[config.mk]
export PLATFORM = sky130hd
export DESIGN_NAME = cpc_mailbox_ctrl
export DESIGN_NICKNAME = d
export VERILOG_FILES = /design/src/rtl/cpc_mailbox_ctrl.sv
export SDC_FILE = /design/constraint.sdc
export NUM_CORES = 1
export LEC_CHECK = 0
export CORE_MARGIN = 2
export CORE_UTILIZATION = 45
export DETAILED_ROUTE_END_ITERATION = 7
export PLACE_DENSITY = 0.78
export SYNTH_ARGS = -nofsm -noshare
export SYNTH_HDL_FRONTEND = slang
export SYNTH_SLANG_ARGS = --single-unit
[constraint.sdc]
create_clock -name iCLK -period 1.57 [get_ports iCLK]
set_input_delay 0.471 -clock iCLK [delete_from_list [all_inputs] [get_ports iCLK]]
set_output_delay 0.471 -clock iCLK [all_outputs]
set_load 0.05 [all_outputs]
[src/rtl/cpc_mailbox_ctrl.sv]
// CPC <-> ATMega mailbox: one-entry command buffer toward the ATMega, one-entry
// response buffer toward the CPC, with a pollable status byte and overrun count.
module cpc_mailbox_ctrl (
   input  logic       iCLK,
   input  logic       iRESET,
   input  logic       i_IORQ,
   input  logic       i_RD,
   input  logic       i_WR,
   input  logic       iDATA_HIT,
   input  logic       iSTAT_HIT,
   input  logic [7:0] iCPC_DATA,
   output logic [7:0] oCPC_DATA,
   output logic       oCPC_DATA_OE,
   output logic [7:0] oATMEGA_DATA,
   output logic       oCMD_READY,
   input  logic       iATMEGA_ACK,
   input  logic [7:0] iATMEGA_DATA,
   input  logic       iATMEGA_STB,
   output logic       oOVERRUN
);

   localparam int WR = 0, RDD = 1, RDS = 2, ACK = 3, STB = 4;

   typedef enum logic {EMPTY, FULL} cmd_state_t;

   logic [4:0]       raw;
   logic [4:0][2:0]  sync;
   logic [4:0]       rise, fall;
   cmd_state_t       state, state_nxt;
   logic             load, ovr_evt;
   logic [7:0]       resp;
   logic             resp_valid;
   logic [3:0]       ovr_cnt;
   logic [7:0]       status;

   assign raw[WR]  = ~i_IORQ & ~i_WR & iDATA_HIT;
   assign raw[RDD] = ~i_IORQ & ~i_RD & iDATA_HIT;
   assign raw[RDS] = ~i_IORQ & ~i_RD & iSTAT_HIT;
   assign raw[ACK] = iATMEGA_ACK;
   assign raw[STB] = iATMEGA_STB;

   // Two flops of metastability protection, third flop for edge detection.
   always_ff @(posedge iCLK) begin
      if (iRESET) sync <= '0;
      else
         for (int i = 0; i < 5; i++) sync[i] <= {sync[i][1:0], raw[i]};
   end

   always_comb begin
      for (int i = 0; i < 5; i++) begin
         rise[i] = sync[i][1] & ~sync[i][2];
         fall[i] = ~sync[i][1] & sync[i][2];
      end
   end

   always_ff @(posedge iCLK) begin
      if (iRESET) state <= EMPTY;
      else        state <= state_nxt;
   end

   always_comb begin
      state_nxt = state;
      load      = 1'b0;
      ovr_evt   = 1'b0;
      case (state)
         EMPTY: if (rise[WR]) begin
            load      = 1'b1;
            state_nxt = FULL;
         end
         FULL: begin
            // A consume and a new write in the same cycle is a clean hand-over.
            if (rise[WR] && rise[ACK]) load = 1'b1;
            else if (rise[ACK])        state_nxt = EMPTY;
            else if (rise[WR])         ovr_evt = 1'b1;
         end
         default: state_nxt = EMPTY;
      endcase
   end

   always_ff @(posedge iCLK) begin
      if (iRESET) begin
         oATMEGA_DATA <= '0;
         oOVERRUN     <= 1'b0;
         ovr_cnt      <= '0;
         resp         <= '0;
         resp_valid   <= 1'b0;
      end else begin
         if (load) oATMEGA_DATA <= iCPC_DATA;
         if (ovr_evt) begin
            oOVERRUN <= 1'b1;
            if (ovr_cnt != 4'hF) ovr_cnt <= ovr_cnt + 4'd1;
         end else if (fall[RDS]) begin
            oOVERRUN <= 1'b0;
         end
         if (rise[STB]) begin
            resp       <= iATMEGA_DATA;
            resp_valid <= 1'b1;
         end else if (fall[RDD]) begin
            resp_valid <= 1'b0;
         end
      end
   end

   assign oCMD_READY   = (state == FULL);
   assign status       = {oCMD_READY, resp_valid, oOVERRUN, 1'b0, ovr_cnt};
   // Read path is combinational; clears wait for the fall edge so data holds.
   assign oCPC_DATA_OE = ~i_IORQ & ~i_RD & (iDATA_HIT | iSTAT_HIT);
   assign oCPC_DATA    = iSTAT_HIT ? status : resp;

endmodule
==> flow_summary.yaml <==
sta:
  max_slew_margin_pct: 64.3
  setup_viol_count_final: 7
  tns_ns: -0.374
  fin_crit_sh_pct: 104
  fin_skew_ns: 0.00230
  hold_slack_ns: 0.428
  rsz0062_at_grt: "yes"
  fmax_mhz: 615
  hold_viol_final: 0
  min_period_ns: 1.63
  setup_ws_ns: -0.0565
  tightest_slew_ns: 0.535
  drv_slew: 0
cts:
  cts-htree-levels: 2
  clock-sinks: 38
  root_buffer: "clkbuf_4"
  cts-hold-fix-buffers: 0
  cts-buffers-inserted: 5
  insertion_delay_ns: 0.34
  tritoncts: "done"
  cts_max_path_buffers: 2
  cts.clk_slew.worst_paths_ns: 0.10
routing:
  drt_iter0_markers: 17
  vias: 1130
  finalWirelength_um: 2970
  vias_per_cell: 4.93
  drtPass1Iterations: 4
  wl_per_cell_um: 13.0
  drc: 0
  postRouteAntennaNets: 0
logic_synthesis:
  synth_top_cells_by_area: "dfxtp_1, mux2i_1, nor2b_1"
  synthCells: 142
  synth_warnings: 0
  synthFlopType: "dfxtp_1"
  synth_top_cell_by_area: "dfxtp_1"
  synth_seq_cells: 38
  syn_avg_cell_area_um2: 9.85
  yosysSeqAreaShare_pct: 54.4
  synth.distinct_cells: 25
  async_flop_share_pct: 0
  yosys.area.top_type_share_pct: 54.4
  synth_edf_count: 0
  synth_nets: 168
  syn-cell-area_um2: 1400
setup_path:
  startpoint: "iSTAT_HIT"
  crit_slowest_cell: "mux2_4"
  r2r-end: "oATMEGA_DATA[2]"
  startpoint_type: "input port"
  critPathMaxStageDelay_ns: 0.30
  cp_num_cells: 4
  required_ns: 1.10
  cp.arrival_ns: 1.16
  r2r_start: "sync[1]"
  crit_fanout: 6
  crit_type: "input port to output port"
  r2r_slack_ns: 0.29
  worstSetupEndpoint: "oCPC_DATA[2]"
  crit_path_frequent_cell: "buf_8"
  crit_family: "buffers and inverters"
  cp-end-kind: "output port"
  reg2reg_depth: 5
  crit_chain: "buf_8, buf_8, mux2_4, buf_8"
  crit_buf_inv: 3
global_route:
  grt_pass1_vias: 1152
  grt_pass1_wl_um: 4940
  grt.total_usage_pct: 19.2
  overflow: 0
  antenna_found_initial: 0
  grt_max_degree: 19
placed_design:
  io_buffers: 43
  gp_congestion: 0.720
  dp_cells: 218
  dp_hpwl_um: 2130
status:
  violations: "negative setup slack"
  status: "finished, violations left"
pwr:
  leakage_nw: 0.876
  p_per_area_nw_per_um2: 763
  ir_drop_mv: 0.671
final_layout:
  fin_cells: 229
  nNetsFinal: 222
  syn_to_final_growth_pct: 56.5
  antenna_cells: 0
  drive_above_1_share_pct: 27.6
  n_fill_cell: 228
floorplanning:
  die_x_um: 59.8
  io_pins: 44
  die_h_um: 59.8
  core_area_um2: 3000
  rows: 20
  initial_core_util_pct: 46.6
  die_area_um2: 3570
worst_hold_path:
  min_path_type: "input port to flop"
  min_from: "iDATA_HIT"
run:
  drv_cap: 0
-- cell type report --
| cell class | instances | area [um^2] | share of cell area, % |
|---|---|---|---|
| Clock buffer | 7 | 45.0 | 2.06 |
| Inverter | 2 | 7.51 | 0.343 |
| Multi-Input combinational cell | 94 | 636 | 29.0 |
| Sequential cell | 38 | 774 | 35.4 |
| Tap cell | 33 | 41.3 | 1.89 |
| Timing Repair Buffer | 55 | 686 | 31.3 |
-- synth_stat cells (3+ instances only) --
cell type,n
mux2i_1,10
nand2_1,16
nor2b_1,14
dfxtp_1,38
buf_1,3
nand2b_1,4
mux2_2,7
nor3_1,3
o21ai_0,3
a21oi_1,11
nor2_1,14
-- how the worst min path moves through the flow --
| stage | depth (start not counted) | slack [ns] | endpoint |
|---|---|---|---|
| floorplan | 1 | 0.41 | sync[10] |
| global placement | 1 | 0.42 | sync[7] |
| detailed placement | 1 | 0.42 | sync[10] |
| CTS | 3 | 0.41 | sync[3] |
| global route | 3 | 0.44 | sync[0] |
| finish | 3 | 0.43 | sync[3] |
-- registers in the layout, summed over array words and instances, names as in the netlist --
register,cells
resp,8
ovr_cnt,4
sync,15
resp_valid,1
oATMEGA_DATA,8
oOVERRUN,1
oCMD_READY,1
-- per-layer routing --
metal	GRT usage, %	wire length [um]
met5	0	0
met4	7.62	50
met3	6.93	207
met2	33.5	1500
met1	21.1	1210
-- per-stage QoR --
| stage | power, mW | utilization, % | setup slack [ns] | instance area [um^2] |
|---|---|---|---|---|
| 6_report | 1.67 | 72.9 | -0.0565 | 2190 |
| 5_1_grt | 1.76 | 72.9 | -0.0696 | 2190 |
| 4_1_cts | 1.69 | 71.8 | -0.0599 | 2160 |
| 3_5_place_dp | 1.22 | 66.6 | -0.541 | 2000 |
| 3_3_place_gp | 1.22 | 66.6 | -0.542 | 2000 |
| 2_1_floorplan | 1.11 | - | -0.241 | 1410 |
-- power by group --
| group | switching, mW | total [mW] | internal, mW | leakage, nW |
|---|---|---|---|---|
| Sequential | 0.0106 | 0.991 | 0.980 | 0.312 |
| Clock | 0.288 | 0.457 | 0.169 | 0.0254 |
| Combinational | 0.0990 | 0.224 | 0.125 | 0.539 |
-- repair_timing --
action,CTS,global route
pin swaps,2,0
resized for setup,40,7
setup endpoints to repair,9,8
setup buffers,2,2
-- tightest hold or removal path, stage by stage --
cell      delay [ns]
buf_2           0.12
nand2b_1        0.09
nor3_1          0.05
-- layout by cell type, fill, tap and decap left out, drive strengths merged, types with 4 or more instances in the layout --
cell type	n
nor2b	15
nand2	16
clkbuf	7
mux2	7
nor2	14
buf	33
nand2b	4
dfxtp	38
a21oi	11
clkdlybuf4s50	20
mux2i	10
-- kinds of logic after synthesis --
| family | after synthesis | synth area share, % |
|---|---|---|
| and+or+nand+nor | 59 | 21.4 |
| DFF | 38 | 54.4 |
| muxes | 17 | 12.8 |
| AOI/OAI and AO/OA | 16 | 6.53 |
| buffers and inverters | 10 | 3.40 |
| xor gates and xnor gates | 1 | 0.626 |
| adders and majority gates | 1 | 0.894 |
(Power assumes the default switching activity.)
